`config.mk`:
```
export PLATFORM = sky130hd
export DESIGN_NAME = dice_race_turn_fsm
export DESIGN_NICKNAME = d
export VERILOG_FILES = /design/src/rtl/dice_race_turn_fsm.sv
export SDC_FILE = /design/constraint.sdc
export NUM_CORES = 1
export LEC_CHECK = 0
export ABC_AREA = 1
export CAP_MARGIN = 15
export CORE_UTILIZATION = 55
export CTS_BUF_LIST = sky130_fd_sc_hd__clkbuf_8
export CTS_CLUSTER_SIZE = 30
export DETAILED_ROUTE_END_ITERATION = 12
export DONT_BUFFER_PORTS = 1
export PLACE_DENSITY = 0.7
export SLEW_MARGIN = 20
export SYNTH_ARGS = -nofsm -noshare
export SYNTH_HDL_FRONTEND = slang
export SYNTH_SLANG_ARGS = --single-unit
```
`constraint.sdc`:
```
create_clock -name clk -period 2.4 [get_ports clk]
set_input_delay 0.6 -clock clk [delete_from_list [all_inputs] [get_ports clk]]
set_output_delay 0.6 -clock clk [all_outputs]
set_load 0.005 [all_outputs]
```
`src/rtl/dice_race_turn_fsm.sv`:
```
// Dice race turn sequencer: accepts colour rolls, animates stepped movement and detects the winner.
// Optional DICE_BONUS_ROLL_EN: a non-winning BLUE roll grants the same player another turn.
module dice_race_turn_fsm #(
  parameter int NUM_PLAYERS = 2,
  parameter int TRACK_LEN   = 30,
  parameter int RED_STEPS   = 1,
  parameter int GREEN_STEPS = 2,
  parameter int BLUE_STEPS  = 3,
  parameter int STEP_TICKS  = 12_500_000
) (
  input  logic        clk,
  input  logic        reset,
  input  logic        start,
  input  logic [1:0]  stable_color,
  input  logic        result_ready,
  input  logic        turn_end,
  input  logic        current_state_white,
  output logic [2:0]  state,
  output logic [1:0]  cur_player,
  output logic [23:0] player_pos,
  output logic [1:0]  last_roll,
  output logic        step_pulse,
  output logic        winner_valid,
  output logic [1:0]  winner
);

  localparam int TW = $clog2(STEP_TICKS);
  localparam logic [TW-1:0] TICK_LAST   = TW'(STEP_TICKS - 1);
  localparam logic [5:0]    TRACK_END   = 6'(TRACK_LEN);
  localparam logic [1:0]    LAST_PLAYER = 2'(NUM_PLAYERS - 1);
  localparam logic [1:0]    COLOR_BLUE  = 2'b11;

  typedef enum logic [2:0] {
    IDLE       = 3'd0,
    WAIT_ROLL  = 3'd1,
    MOVE       = 3'd2,
    WAIT_CLEAR = 3'd3,
    GAME_OVER  = 3'd4
  } state_e;

  state_e          state_q, state_d;
  logic [1:0]      cur_q, cur_d;
  logic [5:0]      pos_q [4];
  logic [5:0]      pos_d [4];
  logic [1:0]      roll_q, roll_d;
  logic [2:0]      steps_q, steps_d;
  logic [TW-1:0]   tick_q, tick_d;
  logic            pulse_q, pulse_d;
  logic            win_valid_q, win_valid_d;
  logic [1:0]      winner_q, winner_d;
  logic [2:0]      roll_steps;
  logic [5:0]      pos_inc;
  logic            keep_player;

  always_comb begin
    case (stable_color)
      2'b01:   roll_steps = 3'(RED_STEPS);
      2'b10:   roll_steps = 3'(GREEN_STEPS);
      default: roll_steps = 3'(BLUE_STEPS);
    endcase
  end

  assign pos_inc = pos_q[cur_q] + 6'd1;

`ifdef DICE_BONUS_ROLL_EN
  assign keep_player = (roll_q == COLOR_BLUE);
`else
  assign keep_player = 1'b0;
`endif

  always_ff @(posedge clk or negedge reset) begin
    if (!reset) begin
      state_q     <= IDLE;
      cur_q       <= '0;
      pos_q       <= '{default: '0};
      roll_q      <= '0;
      steps_q     <= '0;
      tick_q      <= '0;
      pulse_q     <= 1'b0;
      win_valid_q <= 1'b0;
      winner_q    <= '0;
    end else begin
      state_q     <= state_d;
      cur_q       <= cur_d;
      pos_q       <= pos_d;
      roll_q      <= roll_d;
      steps_q     <= steps_d;
      tick_q      <= tick_d;
      pulse_q     <= pulse_d;
      win_valid_q <= win_valid_d;
      winner_q    <= winner_d;
    end
  end

  always_comb begin
    state_d     = state_q;
    cur_d       = cur_q;
    pos_d       = pos_q;
    roll_d      = roll_q;
    steps_d     = steps_q;
    tick_d      = tick_q;
    pulse_d     = 1'b0;
    win_valid_d = win_valid_q;
    winner_d    = winner_q;

    if (start) begin
      state_d     = WAIT_ROLL;
      cur_d       = '0;
      pos_d       = '{default: '0};
      roll_d      = '0;
      steps_d     = '0;
      tick_d      = '0;
      win_valid_d = 1'b0;
      winner_d    = '0;
    end else begin
      case (state_q)
        IDLE: ;
        WAIT_ROLL: begin
          if (result_ready && stable_color != 2'b00) begin
            roll_d  = stable_color;
            steps_d = roll_steps;
            tick_d  = '0;
            state_d = MOVE;
          end
        end
        MOVE: begin
          // Reaching the finish ends the move at once, which also discards any overshoot.
          if (tick_q == TICK_LAST) begin
            tick_d        = '0;
            pos_d[cur_q]  = pos_inc;
            pulse_d       = 1'b1;
            steps_d       = steps_q - 3'd1;
            if (pos_inc == TRACK_END) begin
              win_valid_d = 1'b1;
              winner_d    = cur_q;
              state_d     = GAME_OVER;
            end else if (steps_q == 3'd1) begin
              state_d     = WAIT_CLEAR;
            end
          end else begin
            tick_d = tick_q + 1'b1;
          end
        end
        WAIT_CLEAR: begin
          if (turn_end || current_state_white) begin
            state_d = WAIT_ROLL;
            if (!keep_player)
              cur_d = (cur_q == LAST_PLAYER) ? 2'd0 : cur_q + 2'd1;
          end
        end
        GAME_OVER: ;
        default: state_d = IDLE;
      endcase
    end
  end

  assign state        = state_q;
  assign cur_player   = cur_q;
  assign last_roll    = roll_q;
  assign step_pulse   = pulse_q;
  assign winner_valid = win_valid_q;
  assign winner       = winner_q;

  for (genvar i = 0; i < 4; i++) begin : g_pos
    assign player_pos[6*i +: 6] = (i < NUM_PLAYERS) ? pos_q[i] : 6'd0;
  end

endmodule

```
### Yosys cells after proc, flatten, opt, wreduce, memory -nomap -nowiden

Cells that the tools add are included.

* bits in registers: 62
* input port bits: 8
* output and inout bits: 35
* logic and storage cells: 98

* add/subtract/negate cells: 4
* $lt $le $gt $ge: 2
* equal/unequal tests: 15
* mux-type cells: 43
* bitwise gates (word level): 1
* reduce and logical (&&, ||, !) cells: 21

Operators by type and width (number)
* $mux W24: 6
* $pmux W24 S2: 1
* $mux W3: 9
* $add A24 B1 Y24 const B: 1
* $bwmux W24: 1
* $eq A24 B24 Y1 const B: 1
* $mux W2: 11
* $mux W6: 3
* $reduce_bool A2 Y1: 8
* $bmux W6 S2: 1
* $demux W6 S2: 1
* $pmux W3 S4: 1
* $ne A3 B3 Y1 const B: 3
* $reduce_and A2 Y1: 4
* $mux W1: 7
* $add A6 B1 Y6 const B: 1
* $eq A3 B1 Y1 const B: 2
* $eq A3 B2 Y1 const B: 2
* $eq A6 B5 Y1 const B: 1
* $pmux W3 S2: 1
* $reduce_and A3 Y1: 2
* $reduce_and A5 Y1: 1
* $eq A2 B1 Y1 const B: 2
* $ne A4 B4 Y1 const B: 1
* other kinds (14): 15

### Depth between registers and ports, before layout

Gate-level depths: netlist of the first run.

* depth in word-level cells: 10
* gate-level depth with buffers: 18
* depth with buffers taken out: 17

### Worst setup path before layout of the first run

Ideal clock, no wire load.

* path kind: register -> register
* start point: register cur_q[1], in the netlist cur_player[1]
* end point: register state_q[1], in the netlist state[1]
* library setup time: 0.117 ns
* arrival time: 1.966 ns
* required time: 2.283 ns
* slack: 0.317 ns
* cell stages (with the launch flop): 19
* path buffers: 1
* period minus slack after synthesis: 2.083 ns
* path through: dfrtp_1 > buf_6 > inv_4 > nand2_2 > nor2_1 > nor2_2 > nand2_4 > ha_1 > inv_1 > nand3_1 > nand2_4 > nor2_4 > nand3_2 > nor2_4 > nand2_4 > nand2_1 > nand3_1 > nand2_1 > nand2_1

* longest elaborated chain between the ends: 10
* elaborated cells between the ends (all ways): 12
* classes of those cells: add/sub: 1; eq/ne: 2; mux: 7; bitwise: 1; reduce/logical: 1

Ends and longest elaborated chain
* from (decl): RTL line 42 `logic [1:0] cur_q, cur_d;`
* from (signal assigned): RTL line 84 `cur_q <= cur_d;`
* $not A2 Y3 (not written as such) (*): RTL line 63 `assign pos_inc = pos_q[cur_q] + 6'd1;`
* $bmux W6 S2 (*): RTL line 63
* $mux W6 (not written as such) (*) (2 in series): RTL line 63
* $add A6 B1 Y6 (*): RTL line 63
* $eq A6 B5 Y1 (*): RTL line 133 `if (pos_inc == TRACK_END) begin`
* $mux W3: RTL line 133
* $mux W3: RTL line 128 `if (tick_q == TICK_LAST) begin`
* $pmux W3 S4: RTL line 116 `case (state_q)`
* $mux W3: RTL line 106 `if (start) begin`
* to (signal assigned): RTL line 83 `state_q <= state_d;`
* to (decl): RTL line 41 `state_e state_q, state_d;`

Every way passes the cells marked *; elsewhere a longest branch is shown, timed or not. The select of a mux whose other input is x is not followed.
A chain may end at the register's enable or synchronous reset.

### Worst setup path in the final report of the first run

* start point: register cur_q[1], in the netlist cur_player[1]
* end point: register winner_q[0], in the netlist winner[0]

* longest elaborated chain between the ends: 8

Ends and longest elaborated chain
* $not A2 Y3 (not written as such): RTL line 63
* $bmux W6 S2: RTL line 63
* $mux W6 (not written as such) (2 in series): RTL line 63
* $add A6 B1 Y6: RTL line 63
* $eq A6 B5 Y1: RTL line 133
* $reduce_bool A2 Y1 (no source line)
* $reduce_and A3 Y1 (no source line)
* to (signal assigned): RTL line 91 `winner_q <= winner_d;`
* to (decl): RTL line 50 `logic [1:0] winner_q, winner_d;`

Every way passes these cells. The select of a mux whose other input is x is not followed.

==> qor.csv, run 1 <==
metric;value;unit
total congestion overflow;0;
number of iterations in the first detailed-routing pass;5;
number of setup violations in the final report;0;
final estimated routing congestion in global placement;0.907;
CTS tree;done;
Layout Cells excl Fill;546;
layout filler cell count;577;
number of routed nets with antenna violations;0;
Pleak;1.76;nW
DR WL met2;3620;microns
sw frac;32.6;%
vias after detailed routing;3077;
cell-internal power;1.86;mW
data arrival time at the worst-slack endpoint;2.44;ns
number of buffers created by CTS;9;
total negative slack for setup checks;0;ns
Critical Path RT;2.63;ns
initial antenna violation count;0;
count of buffers inserted at the top-level ports;0;
Root Driver;clkbuf_8;
post-synthesis cell area;0.00367;sq mm
cell row count;29;
worst ir drop on vdd;0.575;mV
number of inserted diodes;0;
unrepaired setup endpoints after global routing;no;
R2R Setup Slk;0.19;ns
fraction of post-synthesis cell area in the top cell type by area;42.2;%
relative slew slack;58.6;%
leading cell type by number of instances after synthesis;nand2_1;
biggest area contributors in the synthesized netlist;dfrtp_1, nand2_1, buf_4;
routed length on met1;3660;microns
later-pin clock latency in the skew report;0.34;ns
maximum number of pins on one net before global-route repair;63;
number of nets in the layout;477;
cell count after synthesis;469;
max-capacitance violation count;0;
PnR worst setup slack;0.187;ns
count of warnings emitted by yosys;0;
via/cell ratio;5.64;
path type of the worst min-delay path;in2async;
predominant post-synthesis flop cell;dfrtp_1;
DR iter-0 viols;288;
Placement Setup Slack;0.202;ns
switching power of the nets;0.901;mW
category of the most critical setup path;reg2reg;
top-level I/O count;43;
final standard cell utilization of the core;60.3;%
sequential share of power;42.2;%
Gate power share;22.1;%
timing-limited maximum frequency;452;MHz
uppermost signal routing layer after detailed routing;met4;
Final Hold Vio Count;0;
Tcrit/Tclk final;92.2;%
Worst setup EP type;flip-flop;
number of cells in the design after placement;529;
outcome;completed;
worst reg2reg path depth;17;
global-route wire length before repair;13900;microns
Initial Utilization;57.5;%
Crit Path Max Fanout;8;
wire per inst;15.2;microns
count of flip-flops with a built-in enable after synthesis;0;
detailed-placement wirelength estimate;5930;microns
Vert. Die Dim;83.7;microns
areal power density over the cells;719;mW/mm^2
area of the die;0.00701;sq mm
end of the worst register-to-register path;winner[0];
number of design rule violations left after detail routing;0;
ys async rst share;100;%
number of flip-flops and latches in the synthesized netlist;62;
area grow syn2layout;4.80;%
clock tree buffer depth;2;
core box area;0.00639;sq mm
average cell area after synthesis;7.83;sq um
clock edge transition at the registers on the reported setup and hold paths;0.07;ns
final number of max-transition violations;0;
list of most frequent post-synthesis cells;nand2_1, dfrtp_1, inv_1, nor2_1, nand3_1;
share of synthesized area occupied by flip-flops and latches;42.2;%
post-layout minimum cycle time;2.21;ns
number of global-route vias before repair;2872;
Clock Sink Count;62;
post-detailed-routing wire length;8290;microns
Clk pwr share;35.7;%
startpoint types;flip-flop;
die width;83.7;microns
H-tree levels;3;
all-layer global routing usage;25.4;%
Clock Skews;0.00783;ns
r2r startpoint;cur_player[1];
measured slew at the worst slew-check pin;0.620;ns
post-synth cell types;40;
share of post-route cells with drive strength above 1;13.2;%
WL met3;812;microns
Yosys top cell by area;dfrtp_1;
==> metal layers <==
metal | GRT usage (%) | vias to the layer above
met4 | 12.3 | 0
met1 | 36.7 | 1421
met3 | 4.95 | 19
met2 | 36.6 | 145
met5 | 0 | -
li1 | - | 1492
==> layout by cell type, fill, tap and decap left out, types with 2 or more instances in the layout <==
cell type | netlist | final
a21oi_1 | 16 | 16
inv_1 | 47 | 47
nand3_2 | 4 | 4
clkinv_2 | 0 | 2
nand3_1 | 31 | 31
o22ai_1 | 4 | 4
conb_1 | 1 | 12
nor2_2 | 7 | 7
buf_4 | 25 | 4
inv_2 | 5 | 5
a211oi_1 | 2 | 2
or2_2 | 2 | 2
nand4_1 | 6 | 6
nor2_4 | 2 | 2
a31oi_1 | 3 | 3
o21ai_1 | 8 | 8
xor2_1 | 6 | 6
ha_1 | 5 | 5
nand2_4 | 7 | 7
nor4_1 | 10 | 10
o21ai_0 | 21 | 21
nor2_1 | 38 | 38
nand2_1 | 110 | 110
nor3_1 | 10 | 10
o31ai_1 | 8 | 8
nand2_2 | 10 | 10
clkbuf_8 | 0 | 13
and3_1 | 2 | 2
dfrtp_1 | 62 | 61
==> how the worst max path moves through the flow <==
stage	to	startpoint	slack (ns)
after floorplan	state[1]	cur_player[1]	0.32
after global placement	state[1]	cur_player[1]	0.31
after detailed placement	winner[0]	cur_player[1]	0.20
after CTS	winner[0]	cur_player[1]	0.19
after global routing	winner_valid	cur_player[1]	0.004
final	winner[0]	cur_player[1]	0.19
==> flip-flops by register name, summed over array words and instances (netlist names) <==
signal and count:
state 3, steps_q 3, cur_player 2, winner_valid 1, player_pos 12, step_pulse 1, pos_q 12, winner 2
tick_q 24, last_roll 2
==> power groups by stage <==
stage          Combinational [mW]  Clock [mW]  Sequential (mW)
5_1_grt                     0.686        1.05             1.18
3_3_place_gp                0.561           0             1.18
3_5_place_dp                0.584           0             1.18
4_1_cts                     0.610        1.01             1.17
6_report                    0.612       0.987             1.17
2_1_floorplan               0.476           0             1.17
==> final cells by class <==
cell class,count,area [sq um],share of cell area [%]
sequential,62,1550,40.3
inverter,54,205,5.33
tap,77,96.3,2.50
timing repair buffer,5,57.6,1.50
multi-input combinational,332,1720,44.6
clock buffer,13,179,4.65
clock inverter,3,40.0,1.04
==> timing repair <==
item	CTS	global route
endpoints found under the hold margin	62	0
setup endpoints to repair	0	3
resized for setup	0	1
hold buffers	1	0
setup buffers	0	0
==> through the flow <==
step,power (mW),cell area (sq um),hold slack [ns]
floorplan,1.65,3710,0.304
global placement,1.74,3600,0.307
detailed placement,1.77,3600,0.306
CTS,2.78,3850,0.131
global route,2.92,3850,0.149
finish,2.77,3850,0.124
==> critical path, stage by stage (launching register included) <==
cell	delay, ns
dfrtp_1	0.42
inv_4	0.13
nand2_2	0.09
nor2_1	0.12
nor2_2	0.07
nand2_4	0.09
ha_1	0.25
inv_1	0.08
nand3_1	0.12
nand2_4	0.09
nor2_4	0.08
nand3_2	0.10
nor2_4	0.12
nand2_4	0.07
nand2_1	0.07
nand2_1	0.08
nand2_1	0.06
o21ai_1	0.06
==> kinds of logic (layout without fill, tap and decap cells) <==
| group | Yosys count | in the layout | synth area share (%) |
|---|---|---|---|
| simple gates | 241 | 241 | 31.4 |
| flops | 62 | 62 | 42.2 |
| buf+inv | 86 | 75 | 12.1 |
| compound gates | 67 | 67 | 10.8 |
| xor+xnor | 7 | 7 | 1.67 |
| other cells | 1 | 12 | 0.102 |
| fa+ha+maj | 5 | 5 | 1.70 |
No activity file was read; power rests on OpenSTA's default activity.
==> inputs of run 2 (changes only) <==
--- a/config.mk
+++ b/config.mk
@@ -12,6 +12,7 @@
 export CTS_CLUSTER_SIZE = 30
 export DETAILED_ROUTE_END_ITERATION = 12
 export DONT_BUFFER_PORTS = 1
+export GPL_ROUTABILITY_DRIVEN = 0
 export PLACE_DENSITY = 0.7
 export SLEW_MARGIN = 20
 export SYNTH_ARGS = -nofsm -noshare
==> results of run 2 <==
No change in the layout: final DEF, timing and power equal those of run 1.
